<file path="src/rtl/disp_scan_ctrl.sv">
// disp_scan_ctrl: time-multiplexed scan controller for a 4-digit seven-segment display.
// Ports:
//   clk, rst_n          - clock (rising edge), asynchronous active-low reset
//   wr_en/wr_addr/      - write one digit {wr_dp, wr_data} into the shadow register file
//   wr_data/wr_dp
//   digit_en            - per-digit enable mask
//   brightness          - PWM duty within the ON phase (15 = full on)
//   lzb_en              - leading-zero blanking enable
//   bcd_out/dp_out      - current digit value and decimal point for the shared decoder
//   an                  - active-low one-hot anode select (4'b1111 = all off)
//   frame_tick          - one-cycle pulse on the first cycle of slot 0
module disp_scan_ctrl #(
    parameter int CLK_DIV   = 1000,
    parameter int BLANK_CYC = 16
) (
    input  logic       clk,
    input  logic       rst_n,
    input  logic       wr_en,
    input  logic [1:0] wr_addr,
    input  logic [3:0] wr_data,
    input  logic       wr_dp,
    input  logic [3:0] digit_en,
    input  logic [3:0] brightness,
    input  logic       lzb_en,
    output logic [3:0] bcd_out,
    output logic       dp_out,
    output logic [3:0] an,
    output logic       frame_tick
);
    localparam logic [15:0] SLOT_LAST = 16'(CLK_DIV - 1);
    localparam logic [15:0] BLANK     = 16'(BLANK_CYC);

    logic [4:0]  shadow  [4];
    logic [4:0]  display [4];
    logic [4:0]  disp_nx [4];
    logic [1:0]  idx, idx_nx;
    logic [15:0] slot_cnt, slot_nx, phase;
    logic        slot_last, wrap, lit;
    logic [3:0]  zero, sup;

    // Everything below is the next-state view, so registered outputs line up
    // with the idx/slot_cnt they will be shown alongside.
    always_comb begin
        slot_last = slot_cnt == SLOT_LAST;
        wrap      = slot_last && idx == 2'd3;
        slot_nx   = slot_last ? 16'd0 : slot_cnt + 16'd1;
        idx_nx    = slot_last ? idx + 2'd1 : idx;
        for (int k = 0; k < 4; k++) begin
            // The frame copy takes shadow as it was before this edge's write.
            disp_nx[k] = wrap ? shadow[k] : display[k];
            zero[k]    = disp_nx[k][3:0] == 4'd0;
        end
        // A digit is a leading zero when it and every more significant digit are zero.
        sup   = lzb_en ? {zero[3], &zero[3:2], &zero[3:1], 1'b0} : 4'd0;
        // PWM position within the ON phase is the low nibble of the offset past blanking.
        phase = slot_nx - BLANK;
        lit   = slot_nx >= BLANK && phase[3:0] <= brightness;
    end

    always_ff @(posedge clk or negedge rst_n) begin
        if (!rst_n) begin
            for (int k = 0; k < 4; k++) begin
                shadow[k]  <= 5'd0;
                display[k] <= 5'd0;
            end
            idx        <= 2'd0;
            slot_cnt   <= 16'd0;
            an         <= 4'b1111;
            bcd_out    <= 4'd0;
            dp_out     <= 1'b0;
            frame_tick <= 1'b0;
        end else begin
            for (int k = 0; k < 4; k++)
                display[k] <= disp_nx[k];
            if (wr_en)
                shadow[wr_addr] <= {wr_dp, wr_data};
            slot_cnt   <= slot_nx;
            idx        <= idx_nx;
            an         <= (lit && digit_en[idx_nx] && !sup[idx_nx]) ? ~(4'b0001 << idx_nx) : 4'b1111;
            bcd_out    <= disp_nx[idx_nx][3:0];
            dp_out     <= disp_nx[idx_nx][4];
            frame_tick <= wrap;
        end
    end
endmodule

</file>
<file path="config.mk">
export PLATFORM = sky130hd
export DESIGN_NAME = disp_scan_ctrl
export DESIGN_NICKNAME = d
export VERILOG_FILES = /design/src/rtl/disp_scan_ctrl.sv
export SDC_FILE = /design/constraint.sdc
export NUM_CORES = 1
export LEC_CHECK = 0
export ABC_AREA = 1
export CAP_MARGIN = 25
export CORE_MARGIN = 3
export CORE_UTILIZATION = 62
export CTS_CLUSTER_SIZE = 12
export DETAILED_ROUTE_END_ITERATION = 16
export PLACE_DENSITY = 0.85
export SLEW_MARGIN = 20
export SYNTH_ARGS = -nofsm -noshare
export SYNTH_HDL_FRONTEND = slang
export SYNTH_SLANG_ARGS = --single-unit
</file>
<file path="constraint.sdc">
create_clock -name clk -period 5.5 [get_ports clk]
set_input_delay 1.1 -clock clk [delete_from_list [all_inputs] [get_ports clk]]
set_output_delay 1.1 -clock clk [all_outputs]
set_load 0.05 [all_outputs]
</file>
== Word-level counts from Yosys, hierarchy flattened ==
Cells that the tools add are included.
Widths: inputs -> output; s select.

* Register bits after elaboration: 68
* Logic and storage cells: 58

* $lt $le $gt $ge: 6
* Eq/ne operators: 2
* Add/subtract/negate cells: 3
* Bitwise operators: 3
* Shifts and indexed selects: 1
* Muxes and demuxes: 18
* Reduce and logical (&&, ||, !) cells: 11

{| class="wikitable"
|+ Operator list
! operator !! number
|-
| $mux 5 || 7
|-
| $bwmux 20 || 1
|-
| $add 16x1->16 const B || 1
|-
| $eq 16x10->1 const B || 1
|-
| $ge 16x5->1 const B || 1
|-
| $mux 16 || 1
|-
| $logic_not 4->1 || 3
|-
| $bmux 5 s2 || 1
|-
| $demux 5 s2 || 1
|-
| $mux 4 || 2
|-
| $ge 3x3->1 const B || 2
|-
| $not 2->3 || 2
|-
| $logic_and 1x1->1 || 5
|-
| $bmux 1 s2 || 2
|-
| $le 4x4->1 || 1
|-
| $not 4->4 || 1
|-
| $shl 1x2->4 const A || 1
|-
| $sub 4x1->4 const B || 1
|-
| $lt 2x3->1 const B || 1
|-
| $lt 3x1->1 const B || 1
|-
| $reduce_and 3->1 || 1
|-
| $add 2x1->2 const B || 1
|-
| $eq 2x2->1 const B || 1
|-
| $mux 1 || 2
|-
| 3 further kinds || 3
|}

== Depth between registers and ports, before layout ==
* Depth after elaboration: 11
* Mapped depth: 15

== Worst setup path after synthesis ==
No wires, ideal clock.

* Path kind: register -> register
* Start: register slot_cnt[0]
* End: register an[0]
* Slack: 3400 ps
* Stages on the path, launching flop included: 15
* Data arrival time: 2015 ps
* Setup time: 85 ps
* Cell sequence: dfrtp_1 -> ha_1 -> nand3_1 -> nor2_4 -> nand2_1 -> clkinv_1 -> nor2_1 -> ha_1 -> nand2_1 -> inv_1 -> o21ai_0 -> a32o_1 -> nand2_1 -> nor2_2 -> nand3_1

{| class="wikitable"
|+ RTL lines
! what !! RTL line !! RTL
|-
| start: declaration || 37 || <nowiki>logic [15:0] slot_cnt, slot_nx, phase;</nowiki>
|-
| start signal: assignment || 77 || <nowiki>slot_cnt <= slot_nx;</nowiki>
|-
| $add 16x1->16 or $eq 16x10->1 (tied branches) || 46, 44 ||
|-
| $mux 16 (*) || 46 || <nowiki>slot_nx = slot_last ? 16'd0 : slot_cnt + 16'd1;</nowiki>
|-
| $sub 4x1->4 (*) || 56 || <nowiki>phase = slot_nx - BLANK;</nowiki>
|-
| named net phase[3] || 37 ||
|-
| $le 4x4->1 (*) || 57 || <nowiki>lit = slot_nx >= BLANK && phase[3:0] <= brightness;</nowiki>
|-
| $logic_and 1x1->1 (*) || 57 ||
|-
| $logic_and 1x1->1 (*) (2 in series) || 79 || <nowiki>an <= (lit && digit_en[idx_nx] && !sup[idx_nx]) ? ~(4'b0001 << idx_nx) : 4'b1111;</nowiki>
|-
| $mux 4 (*) || 79 ||
|-
| end signal: assignment || 79 ||
|-
| end: declaration || 27 || <nowiki>output logic [3:0] an,</nowiki>
|}

Mark *: on every way through the listed nets, which the timed path passes. The rest lies on a longest branch. The select of a mux whose other input is x is not followed.
A chain may end at the register's enable or synchronous reset.

== Worst setup path in the final report ==
* Start: register an[0]
* End: output an[0]

No word-level cell between the ends.

==> key figures <==
Status
  – Outcome: completed

Flow run
  – Number of max-cap violations: 0

Detailed routing
  – Violation count after the first detailed-routing iteration: 261
  – Drt drc: 0
  – Antenna Nets Post-Route: 0
  – Routed via count: 2,788
  – Routed Wire Length: 7310 um
  – Via-to-Cell Ratio: 5.35
  – First-pass DRT Iterations: 5
  – WL/cell: 14.0 um

Setup path
  – Capturing point of the worst reg2reg path: an[0]
  – Critical Path End: an[0]
  – Nature of the critical path startpoint: register
  – Critical Path RT: 4.40 ns
  – Crit path arrival time: 1.66 ns
  – Critical R2R Launch: slot_cnt[0]
  – Cell family with most CP delay: buffers and inverters
  – CP max-delay cell: clkdlybuf4s50_1
  – Crit path cell chain: clkdlybuf4s50_1
  – CP startpoint: an[0]
  – Crit path max fanout: 1
  – Worst setup EP type: primary output
  – R2r setup slk: 3.01 ns
  – Crit Path Category: reg -> out
  – CP max stage delay: 0.79 ns
  – Crit path buffers/inverters: 1
  – CP Depth: 1
  – Worst R2R Path Depth: 14

Floorplanning
  – Initial Utilization: 65.0%
  – Die ar.: 6340 um^2
  – Die H: 79.6 um
  – Core outline area: 5170 um^2
  – Die X: 79.6 um
  – Io pins: 29
  – FP Rows: 26

Clock tree
  – CTS sink cnt: 68
  – CTS Buffer Depth: 2
  – TritonCTS Buffers: 9
  – CTS tree: done
  – Clock Pin Slew Worst Setup and Hold Paths: 0.07 ns
  – Skew-Pair Late Insertion Delay: 0.35 ns
  – CTS Root Cell: clkbuf_8
  – CTS H-tree depth: 3
  – Setup Buffers After CTS: 0
  – Hold_buf cts: 0
  – Post_cts resized: 0

Finish
  – Share of layout cells above drive strength 1: 11.1%
  – Commonest non-fill, non-tap cell in the layout: nand2_1
  – Finished Layout Cells: 521
  – Area Overhead vs Synth: 16.3%
  – Final net count: 472
  – Most frequent cells in the layout: 115 x nand2_1, 64 x dfrtp_1, 59 x inv_1, 39 x nor2_1, 28 x nand3_1
  – # diodes: 0
  – Final instance area: 3910 um^2

Global routing
  – GRT Total Usage: 25.6%
  – Initial antenna violation count: 0
  – Vias in the first global route: 2,616
  – Global-route wire length before repair: 12,300 um
  – Largest net degree at the start of global routing: 69
  – Grt total ovfl: 0

STA
  – Fmax: 0.363 GHz
  – Worst-margin pin slew: 0.827 ns
  – Min cycle time layout: 2.76 ns
  – RSZ-0062 raised after global routing: no
  – Final worst path period share: 50.1%
  – Fin Clk Skew: 0.00889 ns
  – Setup TNS: 0 ns
  – Slew Viols, Final: 0
  – Final Hold Vio Count: 0
  – Min Hold Slack: 0.482 ns
  – Final setup violation count: 0
  – Relative slew slack: 44.9%

Place
  – I/O Buffers: 28
  – Final Wtd Congestion: 0.927
  – Post-Place Cell Area: 3710 um^2
  – Placed insts: 505
  – DP HPWL: 5190 um

Logic synthesis
  – Avg Inst Size Synth: 8.24 um^2
  – Post-Syn Area: 3360 um^2
  – #FFs+latches synth: 68
  – YS warnings: 0
  – Mapped Nets: 434
  – Synthesized instance count: 408
  – Leading area contributor after synthesis: dfrtp_1
  – Synth unique cells: 31
  – Synth top area cells: dfrtp_1 48%, nand2_1 13%, inv_1 6.6%, nor2_1 4.4%, nand3_1 4.2%
  – Post-synth top area share: 47.7%
  – Sequential area share after synthesis: 50.8%

Power and ir drop
  – Leakage: 0.00211 uW
  – VDD IR max: 190 uV
  – Power per cell area: 257 nW/um^2

Worst hold path
  – Tightest Hold Check Type: reg -> reg
## cells in the mapped netlist
cell,count
clkinv_1,1
nor2_4,4
nand2_1,115
o21ai_2,1
a22oi_1,8
ha_1,7
nor2_2,5
buf_6,1
o211ai_1,1
a32o_1,1
mux2i_1,2
inv_2,6
dfstp_2,4
buf_2,1
dfrtp_1,64
inv_1,59
xnor2_1,1
nand3_2,3
nor2_1,39
a21boi_2,2
nand2_2,6
nand4_1,12
a21oi_1,2
nand3_4,1
a21boi_0,2
o21ai_0,25
xor2_1,4
o21ai_1,1
nand3_1,28
a21o_1,1
nand4_2,1
## power breakdown
| group | switching (uW) | total (uW) | internal (uW) | leakage [uW] |
|---|---|---|---|---|
| Combinational | 35.0 | 60.1 | 25.1 | 0.00112 |
| Sequential | 17.3 | 542 | 524 | 0.000892 |
| Clock | 192 | 402 | 209 | 0.0000962 |
## worst reg2reg max path, stage by stage (launching register included)
cell and delay (ns):
dfrtp_1 0.42, ha_1 0.23, nand3_1 0.13, nor2_4 0.25
nand2_1 0.12, clkinv_1 0.14, nor2_1 0.08, ha_1 0.29
nand2_1 0.07, inv_1 0.04, o21ai_0 0.07, a32o_1 0.20
nand2_1 0.08, nor2_2 0.19, nand3_1 0.11
## state kept, by name, indices dropped and copies added (netlist names)
register    cells
bcd_out         4
slot_cnt       16
an              4
display        20
shadow         20
frame_tick      1
dp_out          1
idx             2
## metrics by stage
step / util, % / setup WS [ns] / total power [uW]
global placement: 71.8 / 2.77 / 606
floorplan: - / 3.40 / 572
CTS: 75.5 / 2.72 / 1010
detailed placement: 71.8 / 2.69 / 610
finish: 75.5 / 2.74 / 1000
global route: 75.5 / 2.70 / 1050
## metal layers
| layer | wire, um | vias up | track usage [%] |
|---|---|---|---|
| met4 | 120 | 0 | 7.73 |
| met3 | 486 | 16 | 8.47 |
| li1 | - | 1374 | - |
| met1 | 3360 | 1303 | 36.0 |
| met2 | 3340 | 95 | 37.9 |
| met5 | 0 | - | 0 |
## layout make-up
cell class | instances | area, um^2
Fill cell | 335 | 1260
Clock inverter | 6 | 65.1
Timing Repair Buffer | 29 | 283
Multi-Input combinational cell | 272 | 1390
Clock buffer | 10 | 128
Tap cell | 70 | 87.6
Sequential cell | 68 | 1710
Inverter | 66 | 248
## logic make-up after synthesis
kind of cell,after synthesis,share of synthesized area [%]
adder cells (fa/ha/maj),7,2.61
flip-flops,68,50.8
XOR/XNOR,5,1.30
AO/OA/AOI/OAI,44,8.08
AND/OR/NAND/NOR,214,28.8
multiplexers,2,0.596
buffers and inverters,68,7.86
## how the worst min path moves through the flow
stage                     cells after the start  slack [ns]         from          end
after global routing                          2        0.51  display[14]  display[14]
final                                         2        0.48  display[14]  display[14]
after global placement                        2        0.46  display[14]  display[14]
after CTS                                     2        0.48  display[14]  display[14]
after detailed placement                      2        0.47  display[14]  display[14]
after floorplan                               2        0.44  display[14]  display[14]
(Power assumes the default switching activity.)
